$ cat src/rtl/rename_ckpt_stage_pkg.sv
// Shared types and sizing for the checkpointed rename stage.
// Sizes are fixed here (16 arch regs, 64 phys regs, 4 checkpoints) so every file agrees on widths.
package rename_ckpt_stage_pkg;

  localparam int unsigned NumArchReg = 16;
  localparam int unsigned NumPhysReg = 64;
  localparam int unsigned NumCkpt    = 4;
  localparam int unsigned Aw         = $clog2(NumArchReg);
  localparam int unsigned Pw         = $clog2(NumPhysReg);
  localparam int unsigned Cw         = $clog2(NumCkpt);

  typedef logic [Aw-1:0] arch_reg_t;
  typedef logic [Pw-1:0] phys_reg_t;
  typedef logic [Cw-1:0] ckpt_id_t;
  // One extra bit so full and empty are distinguishable.
  typedef logic [Pw:0]   fl_ptr_t;
  typedef logic [Cw:0]   ckpt_ptr_t;
  typedef phys_reg_t [NumArchReg-1:0] map_t;

  typedef struct packed {
    arch_reg_t src1;
    arch_reg_t src2;
    arch_reg_t dest;
    logic      w_v;
    logic      branch;
  } rename_req_t;

  typedef struct packed {
    phys_reg_t src1;
    phys_reg_t src2;
    phys_reg_t dest;
    phys_reg_t freed;
    ckpt_id_t  ckpt_id;
  } rename_rsp_t;

  typedef struct packed {
    map_t    lut;
    fl_ptr_t rd_ptr;
  } ckpt_entry_t;

  function automatic map_t identity_map();
    map_t m;
    for (int i = 0; i < NumArchReg; i++) m[i] = phys_reg_t'(i);
    return m;
  endfunction

endpackage

$ cat src/rtl/rename_freelist.sv
// Circular free list of physical registers.
// Ports: alloc_i pops the head, load_i overwrites the read pointer (recovery, wins over alloc_i),
// push_i appends a register returned at commit. head_o is the next register to hand out,
// rd_ptr_o the current read pointer and free_cnt_o the number of free entries.
module rename_freelist
  import rename_ckpt_stage_pkg::*;
(
  input  logic      clk_i,
  input  logic      reset_i,
  input  logic      alloc_i,
  input  logic      load_i,
  input  fl_ptr_t   load_ptr_i,
  input  logic      push_i,
  input  phys_reg_t push_data_i,
  output phys_reg_t head_o,
  output fl_ptr_t   rd_ptr_o,
  output fl_ptr_t   free_cnt_o
);

  phys_reg_t fl_q [NumPhysReg];
  fl_ptr_t   rd_ptr_q, rd_ptr_d, wr_ptr_q;

  always_comb begin
    rd_ptr_d = rd_ptr_q;
    if (load_i) begin
      rd_ptr_d = load_ptr_i;
    end else if (alloc_i) begin
      rd_ptr_d = rd_ptr_q + fl_ptr_t'(1);
    end
  end

  // Entries past NumPhysReg-NumArchReg hold don't-care values; they are written before being read.
  always_ff @(posedge clk_i or posedge reset_i) begin
    if (reset_i) begin
      for (int k = 0; k < NumPhysReg; k++) fl_q[k] <= phys_reg_t'(NumArchReg + k);
      rd_ptr_q <= '0;
      wr_ptr_q <= fl_ptr_t'(NumPhysReg - NumArchReg);
    end else begin
      rd_ptr_q <= rd_ptr_d;
      if (push_i) begin
        fl_q[wr_ptr_q[Pw-1:0]] <= push_data_i;
        wr_ptr_q               <= wr_ptr_q + fl_ptr_t'(1);
      end
    end
  end

  assign head_o     = fl_q[rd_ptr_q[Pw-1:0]];
  assign rd_ptr_o   = rd_ptr_q;
  assign free_cnt_o = wr_ptr_q - rd_ptr_q;

  // Only registers that were allocated are ever returned, so the list cannot overfill.
  assert property (@(posedge clk_i) disable iff (reset_i)
                   free_cnt_o <= fl_ptr_t'(NumPhysReg - NumArchReg));

endmodule

$ cat src/rtl/rename_ckpt_stage.sv
// Single-issue rename stage with per-branch checkpoints.
// Ports: dec_* (decoded instruction in, dec_ready_o back-pressure), ren_* (registered renamed
// instruction with valid/ready), commit_* (in-order retirement updating committed state),
// resolve_* (branch resolution, any order) and flush_i (restore committed state).
// Build option RENAME_ZERO_REG_EN: arch reg 0 is hardwired to phys 0 and never renamed.
module rename_ckpt_stage
  import rename_ckpt_stage_pkg::*;
(
  input  logic          clk_i,
  input  logic          reset_i,
  input  logic          dec_v_i,
  output logic          dec_ready_o,
  input  logic [Aw-1:0] dec_src1_i,
  input  logic [Aw-1:0] dec_src2_i,
  input  logic [Aw-1:0] dec_dest_i,
  input  logic          dec_w_v_i,
  input  logic          dec_branch_i,
  output logic          ren_v_o,
  input  logic          ren_ready_i,
  output logic [Pw-1:0] ren_src1_o,
  output logic [Pw-1:0] ren_src2_o,
  output logic [Pw-1:0] ren_dest_o,
  output logic [Pw-1:0] ren_freed_o,
  output logic [Cw-1:0] ren_ckpt_id_o,
  input  logic          commit_v_i,
  input  logic          commit_w_v_i,
  input  logic [Aw-1:0] commit_dest_arch_i,
  input  logic [Pw-1:0] commit_dest_phys_i,
  input  logic [Pw-1:0] commit_freed_i,
  input  logic          resolve_v_i,
  input  logic          resolve_mispred_i,
  input  logic [Cw-1:0] resolve_ckpt_id_i,
  input  logic          flush_i
);

  map_t        spec_lut_q, spec_lut_d, cm_lut_q, cm_lut_d;
  fl_ptr_t     cm_rd_ptr_q, cm_rd_ptr_d;
  ckpt_entry_t ckpt_q [NumCkpt];
  logic [NumCkpt-1:0] done_q, done_d;
  ckpt_ptr_t   head_q, head_d, tail_q, tail_d, ckpt_cnt;
  ckpt_id_t    head_idx, tail_idx;
  logic        ren_v_q, ren_v_d;
  rename_rsp_t ren_q, ren_d;
  rename_req_t req;

  logic        mispred, accept, alloc, commit_w, fl_load, dest_zero, commit_zero;
  fl_ptr_t     fl_rd_ptr, free_cnt, fl_load_ptr;
  phys_reg_t   fl_head;

  assign req = '{src1: dec_src1_i, src2: dec_src2_i, dest: dec_dest_i,
                 w_v: dec_w_v_i, branch: dec_branch_i};

`ifdef RENAME_ZERO_REG_EN
  assign dest_zero   = (req.dest == '0);
  assign commit_zero = (commit_dest_arch_i == '0);
`else
  assign dest_zero   = 1'b0;
  assign commit_zero = 1'b0;
`endif

  assign mispred  = resolve_v_i & resolve_mispred_i;
  assign head_idx = head_q[Cw-1:0];
  assign tail_idx = tail_q[Cw-1:0];
  assign ckpt_cnt = tail_q - head_q;

  // Deliberately independent of w_v/branch so ready never waits on decode fields.
  assign dec_ready_o = (!ren_v_q | ren_ready_i) & (free_cnt != '0) &
                       (ckpt_cnt != ckpt_ptr_t'(NumCkpt)) & !flush_i & !mispred;
  assign accept   = dec_v_i & dec_ready_o;
  assign alloc    = accept & req.w_v & !dest_zero;
  assign commit_w = commit_v_i & commit_w_v_i & !commit_zero;

  rename_freelist u_freelist (
    .clk_i       (clk_i),
    .reset_i     (reset_i),
    .alloc_i     (alloc),
    .load_i      (fl_load),
    .load_ptr_i  (fl_load_ptr),
    .push_i      (commit_w),
    .push_data_i (commit_freed_i),
    .head_o      (fl_head),
    .rd_ptr_o    (fl_rd_ptr),
    .free_cnt_o  (free_cnt)
  );

  always_comb begin
    cm_lut_d    = cm_lut_q;
    cm_rd_ptr_d = cm_rd_ptr_q;
    if (commit_w) begin
      cm_lut_d[commit_dest_arch_i] = commit_dest_phys_i;
      cm_rd_ptr_d                  = cm_rd_ptr_q + fl_ptr_t'(1);
    end
  end

  // Flush restores the committed state including this cycle's commit.
  always_comb begin
    spec_lut_d  = spec_lut_q;
    fl_load     = 1'b0;
    fl_load_ptr = cm_rd_ptr_d;
    if (flush_i) begin
      spec_lut_d = cm_lut_d;
      fl_load    = 1'b1;
    end else if (mispred) begin
      spec_lut_d  = ckpt_q[resolve_ckpt_id_i].lut;
      fl_load     = 1'b1;
      fl_load_ptr = ckpt_q[resolve_ckpt_id_i].rd_ptr;
    end else if (alloc) begin
      spec_lut_d[req.dest] = fl_head;
    end
  end

  always_comb begin
    head_d = head_q;
    tail_d = tail_q;
    done_d = done_q;
    if ((ckpt_cnt != '0) && done_q[head_idx]) begin
      head_d           = head_q + ckpt_ptr_t'(1);
      done_d[head_idx] = 1'b0;
    end
    if (flush_i) begin
      head_d = '0;
      tail_d = '0;
      done_d = '0;
    end else if (mispred) begin
      // Keep the mispredicted checkpoint, drop all younger ones; it is resolved, so mark it done
      // and let the head retire it.
      tail_d = head_q + ckpt_ptr_t'(ckpt_id_t'(resolve_ckpt_id_i - head_idx)) + ckpt_ptr_t'(1);
      done_d[resolve_ckpt_id_i] = 1'b1;
    end else begin
      if (resolve_v_i) done_d[resolve_ckpt_id_i] = 1'b1;
      if (accept & req.branch) begin
        done_d[tail_idx] = 1'b0;
        tail_d           = tail_q + ckpt_ptr_t'(1);
      end
    end
  end

  always_comb begin
    ren_v_d = ren_v_q;
    ren_d   = ren_q;
    if (flush_i | mispred) begin
      ren_v_d = 1'b0;
    end else if (accept) begin
      ren_v_d       = 1'b1;
      ren_d.src1    = spec_lut_q[req.src1];
      ren_d.src2    = spec_lut_q[req.src2];
      ren_d.dest    = alloc ? fl_head : '0;
      ren_d.freed   = alloc ? spec_lut_q[req.dest] : '0;
      ren_d.ckpt_id = req.branch ? tail_idx : '0;
    end else if (ren_ready_i) begin
      ren_v_d = 1'b0;
    end
  end

  always_ff @(posedge clk_i or posedge reset_i) begin
    if (reset_i) begin
      spec_lut_q  <= identity_map();
      cm_lut_q    <= identity_map();
      cm_rd_ptr_q <= '0;
      head_q      <= '0;
      tail_q      <= '0;
      done_q      <= '0;
      ren_v_q     <= 1'b0;
      ren_q       <= '0;
    end else begin
      spec_lut_q  <= spec_lut_d;
      cm_lut_q    <= cm_lut_d;
      cm_rd_ptr_q <= cm_rd_ptr_d;
      head_q      <= head_d;
      tail_q      <= tail_d;
      done_q      <= done_d;
      ren_v_q     <= ren_v_d;
      ren_q       <= ren_d;
    end
  end

  // Snapshot is the post-rename state, so a branch that writes a register keeps its own mapping.
  always_ff @(posedge clk_i) begin
    if (accept & req.branch) begin
      ckpt_q[tail_idx] <= '{lut: spec_lut_d, rd_ptr: fl_rd_ptr + fl_ptr_t'(alloc)};
    end
  end

  assign ren_v_o       = ren_v_q;
  assign ren_src1_o    = ren_q.src1;
  assign ren_src2_o    = ren_q.src2;
  assign ren_dest_o    = ren_q.dest;
  assign ren_freed_o   = ren_q.freed;
  assign ren_ckpt_id_o = ren_q.ckpt_id;

endmodule

$ cat config.mk
export PLATFORM = sky130hd
export DESIGN_NAME = rename_ckpt_stage
export DESIGN_NICKNAME = d
export VERILOG_FILES = /design/src/rtl/rename_ckpt_stage_pkg.sv /design/src/rtl/rename_freelist.sv /design/src/rtl/rename_ckpt_stage.sv
export SDC_FILE = /design/constraint.sdc
export NUM_CORES = 2
export LEC_CHECK = 0
export ABC_CLOCK_PERIOD_IN_PS = 22400
export BUFFER_PORTS_ARGS = -buffer_cell sky130_fd_sc_hd__buf_2
export CORE_MARGIN = 2
export CORE_UTILIZATION = 34
export CTS_CLUSTER_DIAMETER = 100
export DETAILED_ROUTE_END_ITERATION = 8
export GPL_TIMING_DRIVEN = 0
export PLACE_DENSITY_LB_ADDON = 0.2
export SKIP_LAST_GASP = 1
export SLEW_MARGIN = 20
export SYNTH_ARGS = -nofsm -noshare
export SYNTH_HDL_FRONTEND = slang
export SYNTH_SLANG_ARGS = --single-unit
$ cat constraint.sdc
create_clock -name clk_i -period 22.4 [get_ports clk_i]
set_input_delay 4.48 -clock clk_i [delete_from_list [all_inputs] [get_ports clk_i]]
set_output_delay 4.48 -clock clk_i [all_outputs]
set_load 0.01 [all_outputs]
* Word-level counts from Yosys, hierarchy flattened
Memories as Yosys holds them, arrays and structs flattened. Index checks and enable logic that the tools add are counted.
Word-level totals: register bits 634, bits in latches 0, RAM bits 412, memory bits (read-only) 0, input port bits 41, output and inout port bits 28, word-level logic and storage cells 229, memories kept 1
Cells by class: add/sub/neg operators 11, multiply operators 0, divide/modulo/power cells 0, $lt $le $gt $ge 15, equality and inequality tests 1, shifts and indexed selects 0, multiplexer cells 57, bitwise operators 19, reductions and logical operators 17
Memory list:
- ckpt_q | words 4, bits a word 103, rd ports 1, clocked after memory_dff 0, write ports 1, RTL line rename_ckpt_stage.sv:38 | ckpt_entry_t ckpt_q [NumCkpt];
Operator list (count):
- $bwmux W384 | 1
- $mux W96 | 4
- $bwmux W96 | 2
- $bmux W6 S4 | 3
- $mux W6 | 10
- $demux W6 S4 | 2
- $bmux W6 S6 | 1
- $demux W6 S6 | 1
- $mux W7 | 5
- $mux W4 | 7
- $add A7 B1 Y7 const B | 3
- $lt A4 B5 Y1 const B | 4
- $mux W3 | 5
- $ge A7 B7 Y1 const B | 2
- $not A6 Y7 | 2
- $mux W1 | 11
- $add A3 B1 Y3 const B | 3
- $and A1 B1 Y1 | 9
- $lt A2 B3 Y1 const B | 3
- $reduce_bool A3 Y1 | 3
- $and A4 B4 Y4 | 2
- $ge A4 B1 Y1 const B | 2
- $not A4 Y4 | 2
- $add A7 B1 Y7 | 1
- 18 further kinds | 32

* Longest topological paths before layout
depth after elaboration 15, gate-level depth with buffers 15, mapped depth without buffers 11

* Modules after synthesis
A second synthesis with hierarchy kept.
Second synthesis, totals: cells, all modules 2921, area, all modules 47505.6 um2
By module, submodules not included:
- rename_ckpt_stage | times used 1, cells each 1636, area an instance 28333.4 um2, sequential area each 18357.6 um2
- rename_freelist | times used 1, cells each 1285, area an instance 19172.1 um2, sequential area each 10202.3 um2

* Worst setup path after synthesis
Ideal clock, no wire load.
path kind input -> register, start point input flush_i, end point memory ckpt_q[3][0] in the netlist's numbering, enable pin, library setup time 0.719 ns, data arrival time 13.047 ns, required time 21.681 ns, setup slack 8.634 ns, cell stages on the path 5, buffers on the path 1, cell sequence clkbuf_1 nand2b_1 a311oi_2 nand3_1 nor3b_1
Between the ends: longest elaborated chain between the ends 7
Ends and longest elaborated chain:
- start, declared | RTL line rename_ckpt_stage.sv:33 | input logic flush_i
- $logic_not A1 Y1 | RTL line rename_ckpt_stage.sv:68 | (ckpt_cnt != ckpt_ptr_t'(NumCkpt)) & !flush_i & !mispred;
- $and A1 B1 Y1 (2 in series) | RTL line rename_ckpt_stage.sv:68
- $and A1 B1 Y1 | RTL line rename_ckpt_stage.sv:69 | assign accept = dec_v_i & dec_ready_o;
- $and A1 B1 Y1 | RTL line rename_ckpt_stage.sv:179 | if (accept & req.branch) begin
- $mux W1 | RTL line rename_ckpt_stage.sv:179
- $mux W1 (implied by the code) | RTL line rename_ckpt_stage.sv:180 | ckpt_q[tail_idx] <= '{lut: spec_lut_d, rd_ptr: fl_rd_ptr + fl_ptr_t'(alloc)};
- end, declared | RTL line rename_ckpt_stage.sv:38
No other way between the ends.

* Final worst setup path
start point input resolve_v_i, end point output dec_ready_o
Between the ends: longest elaborated chain between the ends 3
Ends and longest elaborated chain:
- start, declared | RTL line rename_ckpt_stage.sv:30 | input logic resolve_v_i,
- $and A1 B1 Y1 | RTL line rename_ckpt_stage.sv:61 | assign mispred = resolve_v_i & resolve_mispred_i;
- $logic_not A1 Y1 | RTL line rename_ckpt_stage.sv:68
- $and A1 B1 Y1 | RTL line rename_ckpt_stage.sv:68
- end, declared | RTL line rename_ckpt_stage.sv:12 | output logic dec_ready_o,
No other way between the ends.

==> metrics.txt <==
Routed WL=approximately 150000 µm; CTS tree=done; placed cell areas=49900 µm²; pins over their slew limit=0; library cells used by synthesis=about 70; worst slew pin tran=between 1 and 1.5 ns; Yosys warning count=0; vias in the first global route=approximately 29000; critical path arrival=6.43 ns; overall power=roughly 0.0056 W; Layout Nets=~3200; final setup margin=between 10 and 15 ns; final setup skew=roughly 0.035 ns; Worst-path clk slew=about 0.06 ns; # port buffers=48; Die Area=roughly 140000 µm²; PwrDens=around 100 nW/µm²; main combinational cell family by area after synthesis=multiplexers; cts hold-fix bufs=0; CP required=around 18 ns; max_slew headroom=~16%; Initial DRC Count=about 2300; Placed Cells=slightly below 5000; Min Hold Slack=about 0.47 ns; routability cong.=0.857; Core Area=roughly 140000 µm²; flops & latches, synth=1046; Sink Count=1046; post-synthesis net count=about 3000; final hold violation count=0; XOR/XNOR Fraction of Synth Area=less than 1%; Initial Utilization=around a third; share of cells above drive strength 1=between 40% and 50%; met2 usage=35.7%; fill cell count=between 10000 and 15000; root buf cell=clkbuf_16; CTS Buf Count=approximately 110; Final Cell Area=about 53000 µm²; cell area after synthesis=~47000 µm²; Global Route met1 Usage=~29%; maximum vdd ir drop=about 65 µV; Worst R2R Setup Slack=between 15 and 20 ns; leakage power=a little over 20 nW; Post-synth EDFFs=412; Worst-Skew Late Latency=~0.75 ns; mux share of post-synthesis cell area=26.4%; grt ovf=0; IO Pins=69; met3 Usage GRT=approximately 3.2%; crit end category=primary output; fin crit period=10.91 ns; post-route antenna net violation count=0; Final setup viols=0; WL/cell=~30 µm; Peak Freq=slightly above 0.09 GHz; clk buf depth=3; total track usage=around 21%; Setup Buffers After CTS=0; max-cap violations=0; ys async rst share=60.6%; post-synthesis compound-gate area fraction=slightly above 5%; adder-cell share of the synthesized area=less than 1%; DRT Pass-1 Iters=7; vias per std cell=about 5.6; # resized after CTS=0; Detailed Place HPWL=around 110000 µm; first-pass GRT wire length=roughly 220000 µm; Min-Delay Path Class=reg2reg; final worst path period share=between 40% and 50%; post-synthesis simple-gate area fraction=under 10%; drc violations=0; via count=approximately 28000; DP Worst Slack=11.45 ns; largest net degree at the start of global routing=between 90 and 100; initial antenna violation count=14; Max H-tree Level=3; critical path class=in2out; Chip Height=about 370 µm; non-filler cells, final=about 5000; Critical Path Source Type=input pin; RSZ-0062 raised after global routing=false; outcome=completed; cell count after synthesis=2928; die width=~370 µm; standard-cell rows=~140; Seq/Total Area, Yosys=between 60% and 70%; P&R area growth vs syn=14.4%; busiest grt layer=met2; Avg Cell Area, Syn=16.0 µm²; Top FF cell, synth=edfxtp_1; critical path peak fanout=8
==> cells in the mapped netlist, types with 21 or more instances <==
cell        n  share of area (%)
mux2_2    497                 12
nand3_1    53               0.57
dfstp_2   258                 14
o21ai_0    96                1.0
dfrtp_1   376                 20
nor2_1     96               0.77
mux2i_1    84                1.8
o211ai_1   21               0.34
mux4_2    260                 13
xnor2_1    27               0.51
a22oi_1    84                1.3
edfxtp_1  412                 26
clkbuf_1  147                1.2
a22o_1     39               0.73
buf_2      26               0.28
buf_1      21               0.17
nand2_1   141                1.1
ha_1       23               0.62
a31oi_1    44               0.59
==> cell type report <==
| type | count | area, µm² | area share, % |
|---|---|---|---|
| repair buffers | 86 | 833 | 1.56 |
| multi-input cells | 1650 | 17300 | 32.3 |
| inverters | 26 | 105 | 0.197 |
| well taps | 1794 | 2240 | 4.20 |
| clock buffers | 166 | 3210 | 6.00 |
| flip-flops and latches | 1046 | 28600 | 53.4 |
| clock inverters | 50 | 355 | 0.664 |
| plain buffers | 206 | 876 | 1.64 |
| diodes | 4 | 10.0 | 0.0187 |
==> per-stage QoR <==
step	utilization (%)	TNS, ns
6_report	39.0	0
5_1_grt	39.0	0
4_1_cts	39.0	0
3_5_place_dp	36.4	0
3_3_place_gp	35.9	-3337.47
2_1_floorplan	-	0
==> logic make-up (layout without fill, tap and decap cells) <==
family	Yosys count	in the layout
xor+xnor	33	33
fa+ha+maj	24	24
flops	1046	1046
mux	843	843
other cells	0	4
compound gates	346	346
simple gates	404	404
buf+inv	232	534
==> layer usage <==
layer  vias to the layer above  share of wire (%)
li1                      11800                  -
met1                     15200                 43
met2                       851                 49
met3                       226                5.0
met5                         -                  0
met4                         0                3.0
==> path summary, 6_finish.rpt <==
| check | from | to | depth (start not counted) |
|---|---|---|---|
| max | resolve_v_i | dec_ready_o | 6 |
| min | ren_freed_o[2]$_DFFE_PP0P_ | ren_freed_o[2]$_DFFE_PP0P_ | 2 |
| max reg2reg | u_freelist.rd_ptr_o[1]$_DFFE_PP0P_ | ckpt_q[1][102]$_DFFE_PP_ | 10 |
| min reg2reg | ren_freed_o[2]$_DFFE_PP0P_ | ren_freed_o[2]$_DFFE_PP0P_ | 2 |
| max in group asynchronous | reset_i | u_freelist.fl_q[295]$_DFFE_PP1P_ | 5 |
| min in group asynchronous | reset_i | ren_ckpt_id_o[0]$_DFFE_PP0P_ | 2 |
==> layout by cell type, fill, tap and decap left out, types with 23 or more instances in the layout <==
cell type and n:
mux2_2 497, edfxtp_1 412, dfrtp_1 376, mux4_2 260, dfstp_2 258, clkbuf_1 182, nand2_1 141, clkbuf_16 115
nor2_1 96, o21ai_0 96, a22oi_1 84, mux2i_1 84, buf_2 77, nand3_1 53, a31oi_1 44, a22o_1 39
xnor2_1 27, clkinv_1 24, ha_1 23
==> state kept, by name, indices dropped and copies added, names as in the netlist, 6 cells and up <==
signal	count
ren_src1_o	6
spec_lut_q	96
ren_dest_o	6
ren_src2_o	6
u_freelist.wr_ptr_q	7
u_freelist.fl_q	384
ren_freed_o	6
u_freelist.rd_ptr_o	7
cm_rd_ptr_q	7
cm_lut_q	96
ckpt_q	412
==> power breakdown <==
group          internal (W)  switching, W  total (W)
Combinational      0.000483      0.000864    0.00135
Clock               0.00103      0.000789    0.00182
Sequential          0.00229      0.000153    0.00245
==> critical path, stage by stage <==
cell,delay [ns]
buf_2,0.12
nand2_1,0.33
nand2b_1,0.42
a311o_1,0.63
nor2_1,0.25
buf_2,0.17
Power figures use the tool's default switching activity.
